[src/rtl/result_uploader.sv]
// Drains the matrix-multiply result words from data memory once the core signals done,
// and streams each 16-bit word as two bytes over a valid/ready link to the UART transmitter.
module result_uploader #(
   parameter int MEM_LAT  = 1,    // read latency in clocks, 1..3
   parameter bit HI_FIRST = 1'b0
) (
   input  logic        clock,
   input  logic        RST,
   input  logic        done,
   input  logic [7:0]  res_base,
   input  logic [7:0]  res_len,
   output logic        mem_sel,
   output logic [7:0]  addr_data,
   input  logic [15:0] dataout,
   output logic [7:0]  tx_data,
   output logic        tx_valid,
   input  logic        tx_ready,
   output logic        busy,
   output logic        upload_done
);

   typedef enum logic [2:0] {
      S_IDLE,
      S_RD,
      S_TX0,
      S_TX1,
      S_FIN
   } state_t;

   localparam logic [1:0] LAT_LAST = 2'(MEM_LAT - 1);

   state_t      state_q, state_d;
   logic [7:0]  addr_q, addr_d;
   logic [7:0]  cnt_q, cnt_d;
   logic [15:0] hold_q, hold_d;
   logic [1:0]  lat_q, lat_d;

   logic [7:0]  first_byte;
   logic [7:0]  second_byte;

   always_ff @(posedge clock) begin
      if (RST) begin
         state_q <= S_IDLE;
         addr_q  <= 8'h00;
         cnt_q   <= 8'h00;
         hold_q  <= 16'h0000;
         lat_q   <= 2'd0;
      end else begin
         state_q <= state_d;
         addr_q  <= addr_d;
         cnt_q   <= cnt_d;
         hold_q  <= hold_d;
         lat_q   <= lat_d;
      end
   end

   always_comb begin
      state_d = state_q;
      addr_d  = addr_q;
      cnt_d   = cnt_q;
      hold_d  = hold_q;
      lat_d   = lat_q;
      case (state_q)
         S_IDLE: begin
            if (done) begin
               addr_d  = res_base;
               cnt_d   = res_len;
               lat_d   = 2'd0;
               state_d = (res_len == 8'h00) ? S_FIN : S_RD;
            end
         end
         S_RD: begin
            // The address is held for the whole read; data is taken on the last latency cycle.
            if (lat_q == LAT_LAST) begin
               hold_d  = dataout;
               state_d = S_TX0;
            end else begin
               lat_d = lat_q + 2'd1;
            end
         end
         S_TX0: begin
            if (tx_ready) state_d = S_TX1;
         end
         S_TX1: begin
            if (tx_ready) begin
               cnt_d   = cnt_q - 8'd1;
               addr_d  = addr_q + 8'd1;
               lat_d   = 2'd0;
               state_d = (cnt_q == 8'd1) ? S_FIN : S_RD;
            end
         end
         S_FIN: begin
            // Holding here while done stays high stops a second upload of the same result.
            if (!done) state_d = S_IDLE;
         end
         default: state_d = S_IDLE;
      endcase
   end

   assign first_byte  = HI_FIRST ? hold_q[15:8] : hold_q[7:0];
   assign second_byte = HI_FIRST ? hold_q[7:0]  : hold_q[15:8];

   assign mem_sel     = (state_q == S_RD) || (state_q == S_TX0) || (state_q == S_TX1);
   assign busy        = mem_sel;
   assign addr_data   = mem_sel ? addr_q : 8'h00;
   assign tx_valid    = (state_q == S_TX0) || (state_q == S_TX1);
   assign tx_data     = (state_q == S_TX0) ? first_byte :
                        (state_q == S_TX1) ? second_byte : 8'h00;
   assign upload_done = (state_q == S_FIN);

endmodule

[config.mk]
export PLATFORM = sky130hd
export DESIGN_NAME = result_uploader
export DESIGN_NICKNAME = d
export VERILOG_FILES = /design/src/rtl/result_uploader.sv
export SDC_FILE = /design/constraint.sdc
export NUM_CORES = 1
export LEC_CHECK = 0
export BUFFER_PORTS_ARGS = -buffer_cell sky130_fd_sc_hd__buf_2
export CAP_MARGIN = 20
export CELL_PAD_IN_SITES_DETAIL_PLACEMENT = 1
export CELL_PAD_IN_SITES_GLOBAL_PLACEMENT = 1
export CORE_MARGIN = 2
export CORE_UTILIZATION = 38
export DETAILED_ROUTE_END_ITERATION = 10
export PLACE_DENSITY = 0.9
export SETUP_SLACK_MARGIN = 0.3
export SLEW_MARGIN = 20
export SYNTH_ARGS = -nofsm -noshare
export SYNTH_HDL_FRONTEND = slang
export SYNTH_SLANG_ARGS = --single-unit
[constraint.sdc]
create_clock -name clock -period 2.1 [get_ports clock]
set_clock_uncertainty 0.15 [all_clocks]
set_input_delay 0.315 -clock clock [delete_from_list [all_inputs] [get_ports clock]]
set_output_delay 0.315 -clock clock [all_outputs]
set_load 0.01 [all_outputs]
==> impl_metrics.yaml <==
job:
  cap_viol_max_count: 0
detailed_routing:
  via_count: 2371
  dr.pass1.iters: 4
  avgRoutedWirePerCell_um: 18.5
  routed_wl_mm: 7.66
  ant_nets: 0
  detail_route.vias_per_cell: 5.74
  drtIter0Drc: 170
  drc_errors: 0
sta:
  finalHoldViolCount: 0
  fin_ws_ns: 0.312
  finalSetupViolations: 0
  rsz0062_at_grt: "yes"
  tns_ns: 0
  tightest_slew_ns: 0.633
  period_needed_ns: 1.79
  period_share_pct: 85.1
  slew_headroom_pct: 57.4
  fmaxAchievable_mhz: 559
  finalMaxSlewViolations: 0
place:
  dpl_cell_area_sq_um: 2470
  place_congestion: 0.783
  io_buffers: 55
  dpl_worst_slack_ns: 0.184
  hpwlAfterDp_mm: 4.76
grt:
  antenna_found_initial: 0
  grt_pass1_vias: 2336
  grt_max_degree: 30
  overflow: 0
  grt_pass1_wl_mm: 11.4
  track_usage_pct: 23.7
setup_path:
  critPathArrivalTime_ns: 1.32
  end_kind: "output pin"
  reg2reg_from: "state_q[0]$_SDFFE_PP0P_"
  critical_path_class: "flop to output pin"
  cp_max_fo: 5
  crit_start: "state_q[0]$_SDFFE_PP0P_"
  cp.required_ns: 1.63
  crit_path_start_kind: "flop"
hold_path:
  min-delay-start: "dataout[1]"
  hp-class: "input pin to flop"
synthesis:
  ys_seq_elements: 37
  synth_flop_cell: "dfxtp_1"
  syn_nets: 316
  syn_avg_cell_area_sq_um: 7.80
  synth_cells: 276
  synth_edf_count: 0
  synth_top_cell_by_area: "dfxtp_1"
  ys_top_cells_by_area: "dfxtp_1 34%, a21oi_1 8.4%, nand2_1 7.5%"
  syn_area_sq_um: 2150
  ys.warnings.count: 0
  synth_top_area_share_pct: 34.4
  ys_types: 49
  async_flop_share_pct: 0
  seq_area_frac_synth_pct: 34.4
die:
  initial_core_util_pct: 39.3
  fp.dieArea_sq_um: 6280
  fp.dieH_um: 79.3
  io_pins: 56
  die_width_um: 79.3
  rows: 27
  core_sq_um: 5470
cells_and_area:
  fin_util_pct: 51.0
  nFillCells: 690
  area_delta_synth_final_pct: 29.7
  diodes: 0
  layout-drive-gt1-share_pct: 33.1
  fin_area_sq_um: 2790
  regArea_sq_um: 752
  multi_input_area_sq_um: 1320
  final_cell_mix: "56 x buf_2, 43 x nand2_1, 36 x a21oi_1"
  final_common_cell: "buf_2"
  layout.nets: 380
clock_tree:
  root_buffer: "clkbuf_8"
  numCtsBuffers: 5
  cts_tree: "built"
  clock_sinks: 37
  clk_latency_ns: 0.31
  clock_path_buffers: 2
  clkTransAtPathRegs_ns: 0.09
  cts_max_level: 2
power_and_ir_drop:
  power_frac_clock_pct: 33.6
  power_frac_seq_pct: 36.9
  p_int_mw: 1.55
  p_sw_share_pct: 33.8
  power_frac_comb_pct: 29.4
  vdd_drop_max_mv: 0.523
  leakage_nw: 1.14
  switchingPower_mw: 0.788
  p_per_area_nw_per_um2: 836
run_status:
  status: "finished, final reports clean"
==> power by group through the flow <==
stage	Sequential, mW	Clock, mW	Combinational [mW]
detailed placement	0.870	0	0.560
CTS	0.856	0.786	0.597
global route	0.874	0.816	0.747
global placement	0.865	0	0.535
floorplan	0.839	0	0.428
finish	0.862	0.785	0.687
==> through the flow <==
step	hold WS, ns	instances	power [mW]
2_1_floorplan	0.286	276	1.27
3_3_place_gp	0.292	392	1.40
3_5_place_dp	0.305	392	1.43
4_1_cts	0.0793	403	2.24
5_1_grt	0.0886	413	2.44
6_report	0.0858	413	2.33
==> logic make-up (layout without fill, tap and decap cells) <==
logic type	count (synthesis)	count (layout)	synth area share, %
adders and majority gates	4	4	2.33
muxes	11	11	5.17
AOI/OAI and AO/OA	75	76	23.7
DFF	37	37	34.4
buffers and inverters	32	96	7.44
and+or+nand+nor	117	117	27.0
==> timing repair <==
item	CTS	global route
pin swaps	0	3
cloned	0	1
resized for setup	14	12
buffers inserted	3	9
hold buffers	0	0
endpoints found under the setup margin	45	36
==> worst max-delay path: stages (launching register included) <==
cell     delay [ns]
dfxtp_4        0.40
buf_4          0.14
mux2i_2        0.28
nor2_4         0.05
buf_2          0.14
==> layer usage <==
layer | wire [um] | track usage (%)
met3 | 424 | 5.00
met1 | 3130 | 28.1
met4 | 253 | 11.6
met5 | 0 | 0
met2 | 3850 | 40.4
==> registers in the layout, indices dropped and copies added, names as in the netlist <==
register  cells
hold_q       16
addr_q        8
cnt_q         8
state_q       3
lat_q         2
==> final timing paths <==
| kind | slack [ns] | depth (start not counted) | to |
|---|---|---|---|
| max | 0.31 | 4 | tx_data[1] |
| min | 0.09 | 3 | hold_q[1]$_SDFFE_PP0P_ |
| max reg2reg | 0.35 | 5 | cnt_q[4]$_SDFFE_PP0P_ |
| min reg2reg | 0.33 | 2 | hold_q[10]$_SDFFE_PP0P_ |
==> cells in the mapped netlist (3+ instances only) <==
| library cell | number |
|---|---|
| nand2_1 | 43 |
| dfxtp_1 | 37 |
| a21oi_1 | 36 |
| nor2_1 | 21 |
| inv_1 | 11 |
| mux2i_1 | 10 |
| nand3_1 | 10 |
| nor3_1 | 9 |
| clkbuf_1 | 8 |
| o21ai_0 | 8 |
| nand2b_1 | 7 |
| and2_1 | 6 |
| and3_1 | 5 |
| buf_2 | 5 |
| buf_4 | 4 |
| ha_1 | 4 |
| nor4_1 | 4 |
| o21ai_1 | 4 |
| o211ai_1 | 3 |
==> final cells by class <==
class / instances / area share [%]
clock buffers: 5 / 2.47
clock inverters: 3 / 2.47
inverters: 12 / 1.70
multi-input cells: 208 / 47.4
flip-flops and latches: 37 / 26.9
well taps: 72 / 3.23
repair buffers: 76 / 15.8
(Power assumes the default switching activity.)
